==> src/rtl/ps2_mouse_pkg.sv <==
// Shared types and constants for the PS/2 mouse receiver.
// Optional build macro: PS2_MOUSE_WHEEL_EN selects 4-byte IntelliMouse packets.
package ps2_mouse_pkg;

  // Per-byte frame receiver states.
  typedef enum logic [1:0] {
    ST_IDLE,
    ST_DATA,
    ST_PARITY,
    ST_STOP
  } frame_state_t;

  // Width of the toggle-strobe bus consumed by paddle_ctl: {toggle, Y, X, status}.
  localparam int PKT_W = 25;

  // Bit positions inside the status byte (packet byte 0).
  localparam int BTN_L = 0;
  localparam int BTN_R = 1;
  localparam int BTN_M = 2;
  localparam int SYNC  = 3;
  localparam int XSIGN = 4;
  localparam int YSIGN = 5;
  localparam int XOVF  = 6;
  localparam int YOVF  = 7;

  // Bytes per movement packet.
`ifdef PS2_MOUSE_WHEEL_EN
  localparam int PKT_BYTES = 4;
`else
  localparam int PKT_BYTES = 3;
`endif

endpackage

==> src/rtl/ps2_line_filter.sv <==
// Conditions the raw PS/2 clock line: 2-FF synchronizer, FILTER_LEN-sample
// debounce, and a one-cycle strobe on each falling edge of the filtered level.
module ps2_line_filter #(
  parameter int FILTER_LEN = 8
) (
  input  logic clk,
  input  logic reset,
  input  logic line_in,
  output logic fall_strobe
);

  localparam int CNT_W = $clog2(FILTER_LEN + 1);

  logic             sync_q1;
  logic             sync_q2;
  logic             level;
  logic [CNT_W-1:0] cnt;

  // Two-stage synchronizer; idle PS/2 lines are high, so reset to 1.
  // NOTE: sequential state uses non-blocking assignments so every flop samples pre-edge values.
  always_ff @(posedge clk) begin
    if (reset) begin
      sync_q1 <= 1'b1;
      sync_q2 <= 1'b1;
    end else begin
      sync_q1 <= line_in;
      sync_q2 <= sync_q1;
    end
  end

  // Debounce: flip the level after FILTER_LEN consecutive disagreeing samples;
  // a 1->0 flip raises the bit strobe for exactly one cycle.
  always_ff @(posedge clk) begin
    if (reset) begin
      level       <= 1'b1;
      cnt         <= '0;
      fall_strobe <= 1'b0;
    end else begin
      fall_strobe <= 1'b0;
      if (sync_q2 == level) begin
        cnt <= '0;
      end else if (cnt == CNT_W'(FILTER_LEN - 1)) begin
        level       <= sync_q2;
        cnt         <= '0;
        fall_strobe <= level;
      end else begin
        cnt <= cnt + CNT_W'(1);
      end
    end
  end

endmodule

==> src/rtl/ps2_mouse_rx.sv <==
// PS/2 mouse receiver: decodes 11-bit device frames and assembles movement
// packets onto the toggle-strobe ps2_mouse bus {toggle, Y, X, status}.
// Optional build macro: PS2_MOUSE_WHEEL_EN adds a 4th (wheel) byte and the
// ps2_wheel output port.
module ps2_mouse_rx
  import ps2_mouse_pkg::*;
#(
  parameter int FILTER_LEN     = 8,
  parameter int TIMEOUT_CYCLES = 50000
) (
  input  logic             clk,
  input  logic             reset,
  input  logic             ps2_clk_in,
  input  logic             ps2_data_in,
  output logic [PKT_W-1:0] ps2_mouse,
  output logic             frame_err,
  output logic             busy
`ifdef PS2_MOUSE_WHEEL_EN
  ,
  output logic [7:0]       ps2_wheel
`endif
);

  localparam int         TMO_W    = $clog2(TIMEOUT_CYCLES + 1);
  localparam logic [1:0] LAST_IDX = 2'(PKT_BYTES - 1);

  logic             strobe;
  logic             data_q1;
  logic             data_q2;

  frame_state_t     state,   state_n;
  logic [2:0]       bit_cnt, bit_cnt_n;
  logic [7:0]       shift_q, shift_n;
  logic             par_q,   par_n;
  logic [1:0]       idx_q,   idx_n;
  logic             err_n;
  logic             store_byte;
  logic             publish;

  logic [TMO_W-1:0] tmo_cnt;
  logic             timeout_hit;

  logic [7:0]       b0;
  logic [7:0]       b1;
`ifdef PS2_MOUSE_WHEEL_EN
  logic [7:0]       b2;
`endif

  ps2_line_filter #(
    .FILTER_LEN (FILTER_LEN)
  ) u_clk_filter (
    .clk         (clk),
    .reset       (reset),
    .line_in     (ps2_clk_in),
    .fall_strobe (strobe)
  );

  // Data line only needs synchronizing; it is stable for the whole clock-low phase.
  always_ff @(posedge clk) begin
    if (reset) begin
      data_q1 <= 1'b1;
      data_q2 <= 1'b1;
    end else begin
      data_q1 <= ps2_data_in;
      data_q2 <= data_q1;
    end
  end

  assign busy        = (state != ST_IDLE) || (idx_q != 2'd0);
  assign timeout_hit = busy && !strobe && (tmo_cnt == TMO_W'(TIMEOUT_CYCLES - 1));

  // Watchdog: counts idle cycles between strobes while a frame/packet is open.
  always_ff @(posedge clk) begin
    if (reset) begin
      tmo_cnt <= '0;
    end else if (strobe || timeout_hit || !busy) begin
      tmo_cnt <= '0;
    end else begin
      tmo_cnt <= tmo_cnt + TMO_W'(1);
    end
  end

  // Next-state logic for the frame FSM and the packet byte index.
  // NOTE: every signal driven here gets a default first, otherwise synthesis infers latches.
  always_comb begin
    state_n    = state;
    bit_cnt_n  = bit_cnt;
    shift_n    = shift_q;
    par_n      = par_q;
    idx_n      = idx_q;
    err_n      = 1'b0;
    store_byte = 1'b0;
    publish    = 1'b0;

    if (strobe) begin
      case (state)
        ST_IDLE: begin
          if (!data_q2) begin
            state_n   = ST_DATA;
            bit_cnt_n = 3'd0;
            par_n     = 1'b0;
          end
        end
        ST_DATA: begin
          shift_n   = {data_q2, shift_q[7:1]};
          par_n     = par_q ^ data_q2;
          bit_cnt_n = bit_cnt + 3'd1;
          if (bit_cnt == 3'd7) state_n = ST_PARITY;
        end
        ST_PARITY: begin
          // Odd parity: XOR of data plus parity bit must be 1.
          par_n   = par_q ^ data_q2;
          state_n = ST_STOP;
        end
        ST_STOP: begin
          state_n = ST_IDLE;
          if (!data_q2 || !par_q) begin
            err_n = 1'b1;
            idx_n = 2'd0;
          end else if ((idx_q == 2'd0) && !shift_q[SYNC]) begin
            err_n = 1'b1;
          end else if (idx_q == LAST_IDX) begin
            publish = 1'b1;
            idx_n   = 2'd0;
          end else begin
            store_byte = 1'b1;
            idx_n      = idx_q + 2'd1;
          end
        end
        default: state_n = ST_IDLE;
      endcase
    end else if (timeout_hit) begin
      state_n = ST_IDLE;
      idx_n   = 2'd0;
    end
  end

  // Control state and published outputs.
  always_ff @(posedge clk) begin
    if (reset) begin
      state     <= ST_IDLE;
      bit_cnt   <= 3'd0;
      shift_q   <= 8'd0;
      par_q     <= 1'b0;
      idx_q     <= 2'd0;
      frame_err <= 1'b0;
      ps2_mouse <= '0;
`ifdef PS2_MOUSE_WHEEL_EN
      ps2_wheel <= 8'd0;
`endif
    end else begin
      state     <= state_n;
      bit_cnt   <= bit_cnt_n;
      shift_q   <= shift_n;
      par_q     <= par_n;
      idx_q     <= idx_n;
      frame_err <= err_n;
      if (publish) begin
`ifdef PS2_MOUSE_WHEEL_EN
        ps2_mouse <= {~ps2_mouse[PKT_W-1], b2, b1, b0};
        ps2_wheel <= shift_q;
`else
        ps2_mouse <= {~ps2_mouse[PKT_W-1], shift_q, b1, b0};
`endif
      end
    end
  end

  // Partial-packet byte buffer.
  // NOTE: no reset needed; each slot is rewritten by the index sequence before it is ever published.
  always_ff @(posedge clk) begin
    if (store_byte) begin
      case (idx_q)
        2'd0:    b0 <= shift_q;
        2'd1:    b1 <= shift_q;
`ifdef PS2_MOUSE_WHEEL_EN
        2'd2:    b2 <= shift_q;
`endif
        default: ;
      endcase
    end
  end

endmodule
==> config.mk <==
export PLATFORM = sky130hd
export DESIGN_NAME = ps2_mouse_rx
export DESIGN_NICKNAME = d
export VERILOG_FILES = /design/src/rtl/ps2_mouse_pkg.sv /design/src/rtl/ps2_line_filter.sv /design/src/rtl/ps2_mouse_rx.sv
export SDC_FILE = /design/constraint.sdc
export NUM_CORES = 1
export LEC_CHECK = 0
export ABC_CLOCK_PERIOD_IN_PS = 3100
export CORE_ASPECT_RATIO = 0.5
export CORE_MARGIN = 3
export CORE_UTILIZATION = 60
export CTS_CLUSTER_DIAMETER = 60
export CTS_CLUSTER_SIZE = 28
export DETAILED_ROUTE_END_ITERATION = 10
export PLACE_DENSITY = 0.83
export SLEW_MARGIN = 20
export SYNTH_ARGS = -nofsm -noshare
export SYNTH_HDL_FRONTEND = slang
export SYNTH_SLANG_ARGS = --single-unit
==> constraint.sdc <==
create_clock -name clk -period 3.1 [get_ports clk]
set_input_delay 0.465 -clock clk [delete_from_list [all_inputs] [get_ports clk]]
set_output_delay 0.465 -clock clk [all_outputs]
set_load 0.02 [all_outputs]
### Word-level counts from Yosys, hierarchy flattened

Index checks and enable logic that the tools add are counted.

| storage, ports and cells | value |
|---|---|
| bits in registers | 84 |
| bits of input ports | 4 |
| output and inout port bits | 27 |

| cells by class | value |
|---|---|
| $add $sub $neg | 4 |
| equality and inequality tests | 14 |
| multiplexer cells | 26 |
| bitwise gates (word level) | 6 |
| reductions and logical operators | 32 |

Operator list:

| kind | count |
|---|---|
| 2-bit two-way mux | 9 |
| 16-bit by 1-bit adder with 16-bit output, second input constant | 1 |
| 16-bit equality test, second input constant | 1 |
| 1-bit two-way mux | 13 |
| 3-bit AND reduction | 4 |
| 2-bit nonzero test | 5 |
| 3-bit inequality test, second input constant | 3 |
| 3-bit OR reduction | 3 |
| 2-bit case mux with 4 select lines | 1 |
| 2-bit AND reduction | 4 |
| 2-bit equality test, second input constant | 3 |
| 3-bit case mux with 2 select lines | 1 |
| 1-bit zero test | 5 |
| 1-bit inverter | 5 |
| 4-bit by 1-bit adder with 4-bit output, second input constant | 1 |
| 2-bit by 1-bit equality test with 1-bit output, second input constant | 2 |
| 4-bit by 3-bit equality test with 1-bit output, second input constant | 1 |
| 2-bit zero test | 2 |
| 1-bit logical OR | 4 |
| 2-bit inequality test, second input constant | 2 |
| 2-bit OR reduction | 2 |
| 3-bit by 1-bit adder with 3-bit output, second input constant | 1 |
| 3-bit equality test, second input constant | 1 |
| 1-bit logical AND | 3 |
| 5 further kinds | 5 |

### Depth between registers and ports, before layout

Gate-level depths: netlist of the first run.

| depth | value |
|---|---|
| depth after elaboration | 7 |
| gate-level depth with buffers | 6 |

### By module

From an unflattened synthesis of the first run, not the netlist that was laid out.

| unflattened totals | value |
|---|---|
| cells, all modules | 326 |
| area, all modules | 3175.5 um2 |

Modules (own cells, without submodules):

| module | times used | cells an instance | area each (um2) |
|---|---|---|---|
| ps2_mouse_rx | 1 | 301 | 2894.0 |
| ps2_line_filter | 1 | 25 | 281.5 |

### Worst setup path before layout of the first run

No wires, ideal clock.

| path | value |
|---|---|
| kind | register -> register |
| from | register state[0] |
| to | register b1[0] (enable) |
| library setup time | 388 ps |
| data arrival time | 1423 ps |
| path slack | 1290 ps |
| stages on the path, launching flop included | 4 |
| buffers on the path | 0 |
| clock period less this slack | 1810 ps |
| path through | dfxtp_1 > ha_1 > nand3_1 > nor3b_1 |

| on the way | value |
|---|---|
| cells in the longest elaborated chain, start to end | 4 |

Ends and longest elaborated chain:

| item | line | RTL |
|---|---|---|
| start, declared | ps2_mouse_rx.sv:31 | `frame_state_t state, state_n;` |
| start signal, assigned | ps2_mouse_rx.sv:152 | `state <= state_n;` |
| 2-bit equality test | ps2_mouse_rx.sv:96 | `case (state)` |
| 1-bit two-way mux | ps2_mouse_rx.sv:96 |  |
| 1-bit two-way mux | ps2_mouse_rx.sv:95 | `if (strobe) begin` |
| 2-bit AND reduction (no source line) | - |  |
| end signal, assigned | ps2_mouse_rx.sv:175 | `2'd1: b1 <= shift_q;` |
| end, declared | ps2_mouse_rx.sv:44 | `logic [7:0] b1;` |

Every way passes these cells.
A chain may end at the register's enable or synchronous reset.

### Worst setup path in the final report of the first run

| path | value |
|---|---|
| from | register state[0] |
| to | output port busy |

| on the way | value |
|---|---|
| cells in the longest elaborated chain, start to end | 2 |

Ends and longest elaborated chain:

| item | line | RTL |
|---|---|---|
| 2-bit nonzero test | ps2_mouse_rx.sv:69 | `assign busy = (state != ST_IDLE) \|\| (idx_q != 2'd0);` |
| 1-bit logical OR | ps2_mouse_rx.sv:69 |  |
| end, declared | ps2_mouse_rx.sv:17 | `output logic busy` |

Every way passes these cells.

==> results.py, run 1 <==
metrics = {
    "outcome": {
        "run_status": "finished clean",
    },
    "finish": {
        "nNetsFinal": 371,
        "synthToLayoutAreaGrowth_pct": 17.52,
        "drive_gt1_frac": 0.07438,
        "final_cells": 433,
        "design_area_um2": 3726,
        "antenna_cells": 0,
    },
    "critical_path": {
        "crit_chain": "inv_1 -> ha_1 -> nand2_1 -> clkdlybuf4s50_1",
        "r2r_cells": 4,
        "cp_slowest_cell": "clkdlybuf4s50_1",
        "cp.arrival_ns": 1.82,
        "crit_buf_inv": 2,
        "critPathTopFamily": "buffers and inverters",
        "crit_cells": 4,
        "critPathMaxFanout": 6,
        "end_kind": "output pin",
        "max_stage_delay_ns": 0.61,
        "start_kind": "flip-flop",
        "critical_path_required_ns": 2.63,
        "critical_path_class": "flip-flop to output pin",
    },
    "yosys": {
        "synth_area_leaders": "dfxtp_1 43%, edfxtp_1 15%, nand2_1 7.8%",
        "yosysSeqAreaShare": 0.5809,
        "syn_area_um2": 3171,
        "synth.distinct_cells": 35,
        "netlist.area_leader.share": 0.4294,
        "synth_seq_cells": 84,
        "syn_inst": 327,
        "ys_warn_count": 0,
        "yosysTopAreaCell": "dfxtp_1",
        "syn_nets": 340,
        "syn_avg_cell_area_um2": 9.696,
    },
    "pwr": {
        "power_density_nw_per_um2": 516.9,
        "peakVddDrop_v": 0.0003780,
        "clockPowerShare": 0.413,
        "p_sw_uw": 424.5,
        "pwr-share-comb": 0.010,
        "p_total_uw": 1926,
        "switching_share": 0.2204,
        "power_leakage_uw": 0.001200,
        "p_int_uw": 1502,
        "seqPwrFrac": 0.577,
    },
    "clocking": {
        "clkSlewWorstSetupHoldPaths_ns": 0.08,
        "cts.sinks": 84,
        "cts_resized": 0,
        "cts_max_level": 3,
        "clk_latency_ns": 0.35,
        "clockBufferDepth": 2,
        "cts_hold_buf": 0,
        "cts_made_buffers": 9,
        "post_cts_buffers": 0,
        "cts-root-buf": "clkbuf_8",
        "cts_tree": "done",
    },
    "routing": {
        "drt_iter0_drc": 146,
        "route.final.wire_length_mm": 6.005,
        "drt_first_pass_iters": 5,
        "via_per_inst": 5.483,
        "vias": 2374,
        "wl_per_cell_um": 13.87,
        "drc": 0,
        "ant_nets": 0,
    },
    "sta": {
        "tns_ns": 0,
        "max_freq_mhz": 437.5,
        "tightest_slew_ns": 0.8965,
        "slew_headroom": 0.4017,
        "fin_crit_ns": 2.286,
        "maxSlewViolCount": 0,
        "fin_worst_skew_ns": 0.006860,
        "rsz0062_at_grt": "no",
        "finalHoldViolations": 0,
        "layout_worst_path_cycle_share": 0.7374,
        "finalSetupViolCount": 0,
    },
    "place": {
        "place_area_um2": 3520,
        "dp_hpwl_mm": 3.953,
        "io_buffers": 30,
        "globalplace.congestion": 0.7886,
        "dp_cells": 417,
    },
    "floorplanning": {
        "die_w_um": 108.8,
        "num_rows": 18,
        "die-area_um2": 6245,
        "core_um2": 5022,
        "io_pins": 31,
        "die_h_um": 57.40,
        "start_util": 0.6313,
    },
    "global_routing": {
        "grt_overflow": 0,
        "track_usage": 0.2113,
        "grt_pass1_wl_mm": 10.01,
        "antenna_found_initial": 0,
        "grt_pass1_vias": 2210,
        "grt_max_degree": 48,
    },
    "min_path": {
        "min_path_cells": 1,
        "hp-class": "flip-flop to flip-flop",
    },
    "flow_run": {
        "cap_violations": 0,
    },
}
routing by layer:
| metal | wire [um] | track usage | share of wire |
|---|---|---|---|
| met5 | 0 | 0 | 0 |
| met4 | 127 | 0.08813 | 0.021 |
| met3 | 366 | 0.07910 | 0.061 |
| met2 | 2910 | 0.3617 | 0.48 |
| met1 | 2600 | 0.2408 | 0.43 |
metrics by stage:
stage	util	hold slack [ns]	setup slack, ns
final	0.7419	0.4121	0.8141
after global routing	0.7419	0.4364	0.7451
after CTS	0.7419	0.4183	0.8026
after detailed placement	0.7008	0.3966	1.062
after floorplan	-	0.3895	1.290
after global placement	0.7008	0.4007	1.132
kinds of logic (layout without fill, tap and decap cells):
| family | count (synthesis) | in the layout | synth area share |
|---|---|---|---|
| buffers and inverters | 21 | 57 | 0.02762 |
| adder cells (fa/ha/maj) | 9 | 9 | 0.03552 |
| AND/OR/NAND/NOR | 147 | 147 | 0.2194 |
| AO/OA/AOI/OAI | 49 | 49 | 0.08958 |
| flip-flops | 84 | 84 | 0.5809 |
| XOR/XNOR | 17 | 17 | 0.04696 |
final timing paths:
kind,from,end,slack [ns]
hold reg to reg,data_q1$_SDFF_PP1_,data_q2$_SDFF_PP1_,0.41
setup reg to reg,u_clk_filter.fall_strobe$_SDFF_PP0_,ps2_mouse[23]$_SDFFE_PP0P_,0.98
setup / recovery,state[0]$_SDFFE_PP0P_,busy,0.81
hold / removal,data_q1$_SDFF_PP1_,data_q2$_SDFF_PP1_,0.41
area by class of cell:
| type | instances | area (um2) |
|---|---|---|
| clock inverter | 7 | 82.58 |
| clock buffer | 9 | 123.9 |
| tap | 70 | 87.58 |
| multi-input combinational | 222 | 1241 |
| fill | 346 | 1296 |
| timing repair buffer | 32 | 315.3 |
| sequential | 84 | 1842 |
| inverter | 9 | 33.78 |
sequential cells by signal, summed over array words and instances (netlist names):
| register | count |
|---|---|
| b1 | 8 |
| state | 2 |
| par_q | 1 |
| data_q1 | 1 |
| u_clk_filter.fall_strobe | 1 |
| shift_q | 8 |
| u_clk_filter.level | 1 |
| ps2_mouse | 25 |
| b0 | 8 |
| u_clk_filter.cnt | 4 |
| idx_q | 2 |
| frame_err | 1 |
| u_clk_filter.sync_q1 | 1 |
| u_clk_filter.sync_q2 | 1 |
| bit_cnt | 3 |
| tmo_cnt | 16 |
| data_q2 | 1 |
cell usage after synthesis:
cell type	number
a211oi_1	1
a21boi_2	1
a21oi_1	34
a32oi_1	3
and3_1	5
and4b_1	1
buf_2	1
buf_4	2
clkbuf_1	9
dfxtp_1	68
edfxtp_1	16
ha_1	9
inv_1	9
nand2_1	66
nand3_1	19
nand3_2	1
nand3b_1	2
nand4_1	5
nor2_1	27
nor3_1	3
nor3b_1	1
nor3b_2	1
nor3b_4	1
nor4_1	6
nor4bb_1	1
o21ai_0	5
o2bb2ai_1	2
o31a_1	1
o32ai_1	2
or2_1	1
or2_2	4
or2_4	1
or3_1	2
xnor2_1	13
xor2_1	4
power by group through the flow:
| stage | clock (uW) | combinational (uW) | sequential (uW) |
|---|---|---|---|
| floorplan | 0 | 12.0 | 1140 |
| global placement | 0 | 18.5 | 1140 |
| detailed placement | 0 | 19.0 | 1140 |
| CTS | 801 | 19.4 | 1110 |
| global route | 854 | 21.6 | 1110 |
| finish | 796 | 19.6 | 1110 |
placed cells by master (no fill, tap or decap), types with 6 or more instances in the layout:
cell / instances
dfxtp_1: 68
nand2_1: 66
clkbuf_8: 9
inv_1: 9
a21oi_1: 34
nor4_1: 6
ha_1: 9
nand3_1: 19
edfxtp_1: 16
xnor2_1: 13
clkdlybuf4s50_1: 30
nor2_1: 27
Power figures use the tool's default switching activity.
==> run 2, diff against run 1 <==
--- a/config.mk
+++ b/config.mk
@@ -5,14 +5,14 @@
 export SDC_FILE = /design/constraint.sdc
 export NUM_CORES = 1
 export LEC_CHECK = 0
-export ABC_CLOCK_PERIOD_IN_PS = 3100
+export ABC_CLOCK_PERIOD_IN_PS = 2200
 export CORE_ASPECT_RATIO = 0.5
 export CORE_MARGIN = 3
-export CORE_UTILIZATION = 60
+export CORE_UTILIZATION = 56
 export CTS_CLUSTER_DIAMETER = 60
 export CTS_CLUSTER_SIZE = 28
 export DETAILED_ROUTE_END_ITERATION = 10
-export PLACE_DENSITY = 0.83
+export PLACE_DENSITY = 0.78
 export SLEW_MARGIN = 20
 export SYNTH_ARGS = -nofsm -noshare
 export SYNTH_HDL_FRONTEND = slang
==> constraint.sdc (replaced) <==
create_clock -name clk -period 2.2 [get_ports clk]
set_input_delay 0.33 -clock clk [delete_from_list [all_inputs] [get_ports clk]]
set_output_delay 0.33 -clock clk [all_outputs]
set_load 0.02 [all_outputs]
==> results.py, run 2 (synthesized netlist as in run 1, its figures left out) <==
metrics = {
    "critical_path": {
        "critical_path_required_ns": 2.43,
        "r2r-start": "state[1]$_SDFFE_PP0P_",
        "cp-endpoint": "state[0]$_SDFFE_PP0P_",
        "start_kind": "flip-flop",
        "r2r_cells": 6,
        "regToRegSetupSlack_ns": 0.36,
        "r2r_end": "state[0]$_SDFFE_PP0P_",
        "critPathMaxFanout": 14,
        "startpoint": "state[1]$_SDFFE_PP0P_",
        "end_kind": "flip-flop",
        "cp.arrival_ns": 2.07,
        "critical_path_class": "flip-flop to flip-flop",
    },
    "routing": {
        "wl_per_cell_um": 13.19,
        "wl_met2_mm": 2.687,
        "ant_nets": 0,
        "drc": 0,
        "via_per_inst": 5.339,
        "drt_first_pass_iters": 4,
        "met3_length_um": 280,
        "top_layer": "met4",
        "vias": 2328,
        "drt_iter0_drc": 151,
        "wl_met1_mm": 2.685,
        "route.final.wire_length_mm": 5.749,
    },
    "pwr": {
        "p_int_uw": 2456,
        "power_leakage_uw": 0.001266,
        "peakVddDrop_v": 0.0005024,
        "clockPowerShare": 0.473,
        "p_sw_uw": 573.7,
        "pwr-share-comb": 0.009,
        "power_density_nw_per_um2": 790.4,
        "switching_share": 0.1894,
        "p_total_uw": 3029,
        "seqPwrFrac": 0.518,
    },
    "finish": {
        "largest_register_ffs": 25,
        "n_fill_cell": 365,
        "final_cells": 436,
        "final_common_cell": "dfxtp_1",
        "antenna_cells": 0,
        "synthToLayoutAreaGrowth_pct": 20.88,
        "nNetsFinal": 374,
        "final_cell_mix": "68 x dfxtp_1, 66 x nand2_1, 34 x a21oi_1",
        "regMostFlops": "ps2_mouse",
        "reg.largest.list": "ps2_mouse (25), tmo_cnt (16)",
        "drive_gt1_frac": 0.07377,
    },
    "clocking": {
        "cts_max_level": 3,
        "cts_tree": "done",
        "cts.sinks": 84,
        "cts_hold_buf": 0,
        "cts_resized": 0,
        "clk_latency_ns": 0.33,
        "cts-root-buf": "clkbuf_16",
        "clkSlewWorstSetupHoldPaths_ns": 0.06,
        "cts_made_buffers": 9,
        "post_cts_buffers": 0,
        "clockBufferDepth": 2,
    },
    "floorplanning": {
        "io_pins": 31,
        "die_w_um": 112.4,
        "num_rows": 18,
        "die_h_um": 59.21,
        "start_util": 0.6121,
        "die-area_um2": 6655,
        "core_um2": 5180,
    },
    "global_routing": {
        "track_usage": 0.1884,
        "grt_overflow": 0,
        "grt_max_degree": 34,
        "grt_pass1_wl_mm": 9.984,
        "grt_pass1_vias": 2255,
        "antenna_found_initial": 0,
    },
    "flow_run": {
        "cap_violations": 0,
    },
    "sta": {
        "slew_headroom": 0.6660,
        "fin_crit_ns": 1.843,
        "layout_worst_path_cycle_share": 0.8378,
        "fin_worst_skew_ns": 0.007134,
        "maxSlewViolCount": 0,
        "finalHoldViolations": 0,
        "tns_ns": 0,
        "tightest_slew_ns": 0.4958,
        "finalSetupViolCount": 0,
        "max_freq_mhz": 542.6,
        "rsz0062_at_grt": "no",
    },
    "place": {
        "globalplace.congestion": 0.8276,
        "dp_cells": 420,
        "dp_hpwl_mm": 3.854,
        "io_buffers": 30,
    },
    "min_path": {
        "hp-class": "flip-flop to flip-flop",
    },
    "outcome": {
        "run_status": "finished clean",
    },
}
[run 2: cell count changes in the layout (fill, tap and decap cells not counted), sizes merged]
cell	previous run	this run
buf	2	5
clkbuf	9	12
clkdlybuf4s50	30	29
dlymetal6s2s	0	1
inv	12	9
[run 2: routing by layer]
metal	global-route usage	up-vias
met5	0	-
met4	0.08562	0
met2	0.3192	58
li1	-	1192
met3	0.05607	12
met1	0.2278	1066
[run 2: area by class of cell]
class                           count  area [um2]  area share
Sequential cell                    84        1842      0.4806
Multi-Input combinational cell    222        1241      0.3239
Timing Repair Buffer               35       340.3     0.08880
Clock buffer                       12       236.5     0.06170
Tap cell                           70       87.58     0.02285
Clock inverter                      4       51.30     0.01339
Inverter                            9       33.78    0.008815
[run 2: worst min path at each step]
stage | from | to | slack [ns] | cells after the start
floorplan | data_q1$_SDFF_PP1_ | data_q2$_SDFF_PP1_ | 0.39 | 1
global placement | u_clk_filter.sync_q1$_SDFF_PP1_ | u_clk_filter.sync_q2$_SDFF_PP1_ | 0.39 | 1
detailed placement | u_clk_filter.sync_q1$_SDFF_PP1_ | u_clk_filter.sync_q2$_SDFF_PP1_ | 0.39 | 1
CTS | u_clk_filter.sync_q1$_SDFF_PP1_ | u_clk_filter.sync_q2$_SDFF_PP1_ | 0.40 | 1
global route | data_q1$_SDFF_PP1_ | data_q2$_SDFF_PP1_ | 0.43 | 1
finish | u_clk_filter.sync_q1$_SDFF_PP1_ | u_clk_filter.sync_q2$_SDFF_PP1_ | 0.40 | 1
[run 2: power by group through the flow]
stage | Sequential, uW | Clock (uW) | Combinational [uW]
floorplan | 1600 | 0 | 16.9
global placement | 1600 | 0 | 27.2
detailed placement | 1600 | 0 | 28.1
CTS | 1570 | 1460 | 28.2
global route | 1570 | 1530 | 31.0
finish | 1570 | 1430 | 28.2
[run 2: worst max-delay path: stages, from the launching register on]
cell	delay, ns
dfxtp_1	0.34
inv_1	0.11
ha_1	0.47
inv_1	0.08
o21ai_0	0.44
nand3_1	0.15
o32ai_1	0.16
[run 2: stage by stage]
| stage | hold WS, ns | setup slack [ns] | utilization | area (um2) |
|---|---|---|---|---|
| 2_1_floorplan | 0.3895 | 0.3895 | - | 3171 |
| 3_3_place_gp | 0.3916 | 0.4922 | 0.6838 | 3542 |
| 3_5_place_dp | 0.3945 | 0.4175 | 0.6838 | 3542 |
| 4_1_cts | 0.4049 | 0.04090 | 0.7394 | 3830 |
| 5_1_grt | 0.4301 | 0.2624 | 0.7399 | 3832 |
| 6_report | 0.4045 | 0.3569 | 0.7399 | 3832 |
